==> config.mk <==
export PLATFORM = sky130hd
export DESIGN_NAME = mem_bus_arbiter_flat
export DESIGN_NICKNAME = d
export VERILOG_FILES = /design/src/rtl/mem_bus_arbiter_if.sv /design/src/rtl/mem_bus_arbiter.sv /design/src/flat_wrapper.sv
export SDC_FILE = /design/constraint.sdc
export NUM_CORES = 1
export LEC_CHECK = 0
export CAP_MARGIN = 15
export CORE_ASPECT_RATIO = 1.25
export CORE_MARGIN = 8
export CORE_UTILIZATION = 41
export CTS_CLUSTER_SIZE = 14
export DETAILED_ROUTE_END_ITERATION = 8
export GPL_ROUTABILITY_DRIVEN = 0
export GPL_TIMING_DRIVEN = 0
export PLACE_DENSITY = 0.78
export SYNTH_ARGS = -nofsm -noshare
export SYNTH_HDL_FRONTEND = slang
export SYNTH_SLANG_ARGS = --single-unit
==> constraint.sdc <==
create_clock -name clk -period 1.6 [get_ports clk]
set_input_delay 0.24 -clock clk [delete_from_list [all_inputs] [get_ports clk]]
set_output_delay 0.24 -clock clk [all_outputs]
set_load 0.01 [all_outputs]
==> src/rtl/mem_bus_arbiter_if.sv <==
// mem_bus_arbiter_if: fetch, data-requester and memory-bus signals of the arbiter
interface mem_bus_arbiter_if #(parameter int ADDR_W = 32, parameter int DATA_W = 32);
  logic if_req;
  logic [ADDR_W-1:0] if_addr;
  logic if_done;
  logic [DATA_W-1:0] if_rdata;
  logic if_stall;
  logic dm_req;
  logic dm_we;
  logic [ADDR_W-1:0] dm_addr;
  logic [DATA_W-1:0] dm_wdata;
  logic [DATA_W/8-1:0] dm_be;
  logic dm_done;
  logic [DATA_W-1:0] dm_rdata;
  logic dm_stall;
  logic bus_req;
  logic bus_we;
  logic [ADDR_W-1:0] bus_addr;
  logic [DATA_W-1:0] bus_wdata;
  logic [DATA_W/8-1:0] bus_be;
  logic bus_ack;
  logic [DATA_W-1:0] bus_rdata;
  logic bus_err;
  modport master (
    input if_req, if_addr, dm_req, dm_we, dm_addr, dm_wdata, dm_be, bus_ack, bus_rdata,
    output if_done, if_rdata, if_stall, dm_done, dm_rdata, dm_stall,
    output bus_req, bus_we, bus_addr, bus_wdata, bus_be, bus_err
  );
  modport slave (
    output if_req, if_addr, dm_req, dm_we, dm_addr, dm_wdata, dm_be, bus_ack, bus_rdata,
    input if_done, if_rdata, if_stall, dm_done, dm_rdata, dm_stall,
    input bus_req, bus_we, bus_addr, bus_wdata, bus_be, bus_err
  );
endinterface

==> src/rtl/mem_bus_arbiter.sv <==
// mem_bus_arbiter: IF/DM arbiter for one memory bus; define ARB_TIMEOUT_EN to add the bus watchdog
module mem_bus_arbiter #(
  parameter int ADDR_W = 32,
  parameter int DATA_W = 32,
  parameter int TIMEOUT = 255,
  parameter int TO_W = 8
) (
  input logic clk,
  input logic rst,
  mem_bus_arbiter_if.master b
);
  localparam int BE_W = DATA_W / 8;
  typedef enum logic [1:0] {IDLE, BUS_IF, BUS_DM} state_t;
  state_t state_q, state_d;
  logic last_dm_q, last_dm_d;
  logic bus_req_q, bus_req_d;
  logic bus_we_q, bus_we_d;
  logic [ADDR_W-1:0] bus_addr_q, bus_addr_d;
  logic [DATA_W-1:0] bus_wdata_q, bus_wdata_d;
  logic [BE_W-1:0] bus_be_q, bus_be_d;
  logic if_done_q, if_done_d;
  logic dm_done_q, dm_done_d;
  logic [DATA_W-1:0] if_rdata_q, if_rdata_d;
  logic [DATA_W-1:0] dm_rdata_q, dm_rdata_d;
  logic if_go, dm_go, expire, fin;
  logic [DATA_W-1:0] rdata;
  if (2 ** TO_W <= TIMEOUT) begin : g_bad_to_w
    $error("TO_W too narrow for TIMEOUT");
  end
  // a requester still holding req during its done cycle is not re-granted
  assign if_go = b.if_req & ~if_done_q & ~(b.dm_req & ~dm_done_q & ~last_dm_q);
  assign dm_go = b.dm_req & ~dm_done_q & ~if_go;
  assign fin = b.bus_ack | expire;
  assign rdata = b.bus_ack ? b.bus_rdata : '0;
`ifdef ARB_TIMEOUT_EN
  logic [TO_W-1:0] to_q, to_d;
  logic bus_err_q, bus_err_d;
  assign expire = state_q != IDLE && !b.bus_ack && to_q == TO_W'(TIMEOUT - 1);
  assign to_d = state_q == IDLE ? '0 : to_q + 1'b1;
  assign bus_err_d = bus_err_q | expire;
  always_ff @(posedge clk) begin
    to_q <= rst ? '0 : to_d;
    bus_err_q <= rst ? 1'b0 : bus_err_d;
  end
  assign b.bus_err = bus_err_q;
`else
  assign expire = 1'b0;
  assign b.bus_err = 1'b0;
`endif
  always_comb begin
    state_d = state_q;
    last_dm_d = last_dm_q;
    bus_req_d = bus_req_q;
    bus_we_d = bus_we_q;
    bus_addr_d = bus_addr_q;
    bus_wdata_d = bus_wdata_q;
    bus_be_d = bus_be_q;
    if_done_d = 1'b0;
    dm_done_d = 1'b0;
    if_rdata_d = if_rdata_q;
    dm_rdata_d = dm_rdata_q;
    if (state_q == IDLE && (if_go || dm_go)) begin
      state_d = dm_go ? BUS_DM : BUS_IF;
      bus_req_d = 1'b1;
      bus_we_d = dm_go & b.dm_we;
      bus_addr_d = dm_go ? b.dm_addr : b.if_addr;
      bus_wdata_d = dm_go ? b.dm_wdata : bus_wdata_q;
      bus_be_d = dm_go && b.dm_we ? b.dm_be : '1;
    end else if (state_q != IDLE && fin) begin
      state_d = IDLE;
      bus_req_d = 1'b0;
      if_done_d = state_q == BUS_IF;
      dm_done_d = state_q == BUS_DM;
      last_dm_d = state_q == BUS_DM;
      if_rdata_d = state_q == BUS_IF ? rdata : if_rdata_q;
      dm_rdata_d = state_q == BUS_DM && !bus_we_q ? rdata : dm_rdata_q;
    end
  end
  always_ff @(posedge clk) begin
    if (rst) begin
      state_q <= IDLE;
      last_dm_q <= 1'b0;
      bus_req_q <= 1'b0;
      bus_we_q <= 1'b0;
      bus_addr_q <= '0;
      bus_wdata_q <= '0;
      bus_be_q <= '0;
      if_done_q <= 1'b0;
      dm_done_q <= 1'b0;
      if_rdata_q <= '0;
      dm_rdata_q <= '0;
    end else begin
      state_q <= state_d;
      last_dm_q <= last_dm_d;
      bus_req_q <= bus_req_d;
      bus_we_q <= bus_we_d;
      bus_addr_q <= bus_addr_d;
      bus_wdata_q <= bus_wdata_d;
      bus_be_q <= bus_be_d;
      if_done_q <= if_done_d;
      dm_done_q <= dm_done_d;
      if_rdata_q <= if_rdata_d;
      dm_rdata_q <= dm_rdata_d;
    end
  end
  assign b.bus_req = bus_req_q;
  assign b.bus_we = bus_we_q;
  assign b.bus_addr = bus_addr_q;
  assign b.bus_wdata = bus_wdata_q;
  assign b.bus_be = bus_be_q;
  assign b.if_done = if_done_q;
  assign b.dm_done = dm_done_q;
  assign b.if_rdata = if_rdata_q;
  assign b.dm_rdata = dm_rdata_q;
  assign b.if_stall = b.if_req & ~if_done_q;
  assign b.dm_stall = b.dm_req & ~dm_done_q;
endmodule

==> src/flat_wrapper.sv <==
// flat-port wrapper written by rule: the top's interface ports become plain ports
module mem_bus_arbiter_flat 
#(
  parameter int ADDR_W = 32,
  parameter int DATA_W = 32,
  parameter int TIMEOUT = 255,
  parameter int TO_W = 8
)
  (clk, rst, b_if_req, b_if_addr, b_dm_req, b_dm_we, b_dm_addr, b_dm_wdata, b_dm_be, b_bus_ack, b_bus_rdata, b_if_done, b_if_rdata, b_if_stall, b_dm_done, b_dm_rdata, b_dm_stall, b_bus_req, b_bus_we, b_bus_addr, b_bus_wdata, b_bus_be, b_bus_err);
  mem_bus_arbiter_if #(.ADDR_W(ADDR_W), .DATA_W(DATA_W)) b_i ();
  input logic clk;
  input logic rst;
  input wire logic [$bits(b_i.if_req)-1:0] b_if_req;
  input wire logic [$bits(b_i.if_addr)-1:0] b_if_addr;
  input wire logic [$bits(b_i.dm_req)-1:0] b_dm_req;
  input wire logic [$bits(b_i.dm_we)-1:0] b_dm_we;
  input wire logic [$bits(b_i.dm_addr)-1:0] b_dm_addr;
  input wire logic [$bits(b_i.dm_wdata)-1:0] b_dm_wdata;
  input wire logic [$bits(b_i.dm_be)-1:0] b_dm_be;
  input wire logic [$bits(b_i.bus_ack)-1:0] b_bus_ack;
  input wire logic [$bits(b_i.bus_rdata)-1:0] b_bus_rdata;
  output wire logic [$bits(b_i.if_done)-1:0] b_if_done;
  output wire logic [$bits(b_i.if_rdata)-1:0] b_if_rdata;
  output wire logic [$bits(b_i.if_stall)-1:0] b_if_stall;
  output wire logic [$bits(b_i.dm_done)-1:0] b_dm_done;
  output wire logic [$bits(b_i.dm_rdata)-1:0] b_dm_rdata;
  output wire logic [$bits(b_i.dm_stall)-1:0] b_dm_stall;
  output wire logic [$bits(b_i.bus_req)-1:0] b_bus_req;
  output wire logic [$bits(b_i.bus_we)-1:0] b_bus_we;
  output wire logic [$bits(b_i.bus_addr)-1:0] b_bus_addr;
  output wire logic [$bits(b_i.bus_wdata)-1:0] b_bus_wdata;
  output wire logic [$bits(b_i.bus_be)-1:0] b_bus_be;
  output wire logic [$bits(b_i.bus_err)-1:0] b_bus_err;
  assign b_i.if_req = b_if_req;
  assign b_i.if_addr = b_if_addr;
  assign b_i.dm_req = b_dm_req;
  assign b_i.dm_we = b_dm_we;
  assign b_i.dm_addr = b_dm_addr;
  assign b_i.dm_wdata = b_dm_wdata;
  assign b_i.dm_be = b_dm_be;
  assign b_i.bus_ack = b_bus_ack;
  assign b_i.bus_rdata = b_bus_rdata;
  assign b_if_done = b_i.if_done;
  assign b_if_rdata = b_i.if_rdata;
  assign b_if_stall = b_i.if_stall;
  assign b_dm_done = b_i.dm_done;
  assign b_dm_rdata = b_i.dm_rdata;
  assign b_dm_stall = b_i.dm_stall;
  assign b_bus_req = b_i.bus_req;
  assign b_bus_we = b_i.bus_we;
  assign b_bus_addr = b_i.bus_addr;
  assign b_bus_wdata = b_i.bus_wdata;
  assign b_bus_be = b_i.bus_be;
  assign b_bus_err = b_i.bus_err;
  mem_bus_arbiter #(.ADDR_W(ADDR_W), .DATA_W(DATA_W), .TIMEOUT(TIMEOUT), .TO_W(TO_W)) u_core (.clk(clk), .rst(rst), .b(b_i));
endmodule
==> results.toml, run 1 <==
[run_status]
status = "finished, final reports clean"

[floorplanning]
start_util_pct = 41.50
row_count = 48
fp.dieW_um = 121.3
pin_count = 277
coreArea_um2 = 13690
die_area_um2 = 17910
fp.dieH_um = 147.6

[drt]
drt_iter0_markers = 285
postRouteAntennaNets = 0
routed_wl_um = 20650
viasPerCell = 5.066
wire_per_inst_um = 18.12
num_vias = 5775
drt-pass1-iter-count = 4
drc = 0

[finish]
fillCellCount = 1142
final_cells = 1140
antenna_cells = 0
drive_gt1_share_pct = 10.78
final_nets = 1090
syn_to_final_growth_pct = 64.99

[timing]
hold_viol_final = 0
worstMarginPinSlew_ns = 0.5211
slew_viol_final = 0
period_needed_ns = 1.560
setup_viol = 0
slew_headroom_pct = 65.26
skew_ns = 0.007588
max_freq_mhz = 641.1
rsz0062_at_grt = "yes"
finalCritPeriodShare_pct = 97.48

[synth]
synth-edff-count = 0
synth_nets = 796
synth_top_area_share_pct = 48.97
syn_avg_cell_area_um2 = 8.637
synthTopCellsByCount = "nand2_1, dfxtp_1, a21oi_1, nand4_1, mux2i_1"
synthTopCellsByArea = "dfxtp_1, nand2_1, nand4_1, a21oi_1, mux2i_1"
yosysMostFrequentCell = "nand2_1"
ys_ff_latch = 139
synth_area_um2 = 5683
yosys.area.top_type = "dfxtp_1"
synth_seq_area_share_pct = 48.97
synth_flop_cell = "dfxtp_1"
syn_inst = 658
yosys_warnings = 0
synth_cell_types = 35
synthArstFlopShare_pct = 0

[worst_setup_path]
crit_buf_inv = 1
crit_type = "register to output port"
cp.depth = 1
critPathRequiredTime_ns = 1.36
path_cells = "clkdlybuf4s50_1"
cp.arrival_ns = 1.32
reg2reg_depth = 5
path_delay_family = "buffers and inverters"
max_stage_delay_ns = 0.56
cp-end-kind = "output port"
critPathLaunchType = "register"
worstPathMaxFanout = 2
cp_slowest_cell = "clkdlybuf4s50_1"

[clock_tree]
cts_tree = "done"
htreeDepth = 4
cts_root_buffer = "clkbuf_16"
cts_made_buffers = 17
clock_sinks = 139
clk_pin_slew_ns = 0.06
insertion_delay_ns = 0.42
clockBufferDepth = 2
cts_hold_buf = 0

[power]
leakage_nw = 3.851
peakVddDrop_v = 0.0008274
power_mw = 9.952
power_density_nw_per_um2 = 1061

[grt]
met1_usage_pct = 23.05
grt_use_met3_pct = 9.466
track_usage_pct = 22.22
top_usage_layer = "met2"
grt_max_degree = 19
globalRouteMet2Util_pct = 38.36
grt_overflow = 0
grt_pass1_wl_um = 31370
antenna_found_initial = 0
grt_pass1_vias = 5844

[hold_path]
hold_depth = 3
worstHoldPathType = "input port to register"

[placed_design]
port_buffers = 273
hpwl_um = 15400
placedCellCount = 1106

[flow_run]
drv_cap = 0
state kept, by name, indices dropped and copies added, names as in the netlist:
name / cells
u_core.b.if_done: 1
u_core.b.bus_we: 1
u_core.b.if_rdata: 32
u_core.b.dm_done: 1
u_core.state_q: 2
u_core.b.bus_be: 4
u_core.b.bus_addr: 32
u_core.b.dm_rdata: 32
u_core.b.bus_wdata: 32
u_core.b.bus_req: 1
u_core.last_dm_q: 1
metrics by stage:
stage / util [%] / hold WS (ns) / setup WS [ns] / cell area [um^2] / TNS [ns]
global route: 68.48 / 0.1575 / -0.001065 / 9376 / -0.001065
floorplan: - / 0.3760 / 0.3157 / 5683 / 0
detailed placement: 63.06 / 0.4456 / -0.5373 / 8635 / -14.62
finish: 68.48 / 0.1458 / 0.04030 / 9376 / 0
global placement: 63.06 / 0.4410 / -0.5395 / 8635 / -13.14
CTS: 67.79 / 0.1144 / 0.0001007 / 9283 / 0
final timing paths:
check	start	end	slack, ns
max	u_core.b.bus_be[2]	b_bus_be[2]	0.04
min	b_bus_ack	u_core.b.dm_done	0.15
max reg2reg	u_core.state_q[1]	u_core.b.bus_addr[17]	0.07
min reg2reg	u_core.b.if_rdata[18]	u_core.b.if_rdata[18]	0.45
logic make-up after synthesis:
group / share of synthesized area [%]
compound gates: 12.70
buf+inv: 8.124
flops: 48.97
mux: 5.636
other cells: 0.06599
simple gates: 24.50
power breakdown:
| group | leakage, nW | switching [mW] | internal (mW) |
|---|---|---|---|
| logic | 2.40 | 0.845 | 1.02 |
| clock network | 0.315 | 1.55 | 2.71 |
| registers | 1.14 | 0.122 | 3.70 |
| total | 3.85 | 2.52 | 7.43 |
metal layers:
layer  share of wire, %  up-vias
li1                   -     2858
met1                 37     2673
met3                 10       38
met4                2.7        0
met2                 50      206
met5                  0        -
layout make-up:
type                            instances  area [um^2]  share of cell area (%)
Clock buffer                           20        456.7                   4.871
Tap cell                              175        219.0                   2.335
Sequential cell                       139         2783                   29.68
Timing Repair Buffer                  277         2826                   30.14
Multi-Input combinational cell        450         2450                   26.13
Buffer                                 65        447.9                   4.777
Clock inverter                         12        186.4                   1.988
Inverter                                2        7.507                 0.08006
cell usage in the layout (no fill, tap or decap), types with 2 or more instances in the layout:
cell               n
clkdlybuf4s50_1  242
nand2_1          226
dfxtp_1          139
a21oi_1           67
nand4_1           65
mux2i_1           31
buf_2             24
dlymetal6s2s_1    23
o211ai_1          22
clkbuf_1          18
clkbuf_16         17
buf_6             16
o211ai_2          10
dlygate4sd2_1      8
clkinv_4           5
buf_4              4
o221a_2            4
buf_12             4
clkbuf_2           4
bufinv_16          4
nor2b_1            3
o21a_1             2
inv_1              2
o21ai_0            2
clkbuf_8           2
inv_6              2
timing repair:
action | CTS | global route
gates resized for setup | 11 | 31
pin swaps | 0 | 0
buffers inserted | 2 | 2
gates cloned | 0 | 0
endpoints found under the setup margin | 8 | 58
Power figures use the tool's default switching activity.
==> inputs of run 2 (changes only) <==
--- a/config.mk
+++ b/config.mk
@@ -5,7 +5,7 @@
 export SDC_FILE = /design/constraint.sdc
 export NUM_CORES = 1
 export LEC_CHECK = 0
-export CAP_MARGIN = 15
+export CAP_MARGIN = 25
 export CORE_ASPECT_RATIO = 1.25
 export CORE_MARGIN = 8
 export CORE_UTILIZATION = 41
==> results of run 2 <==
No change in the layout: final DEF, timing and power equal those of run 1.
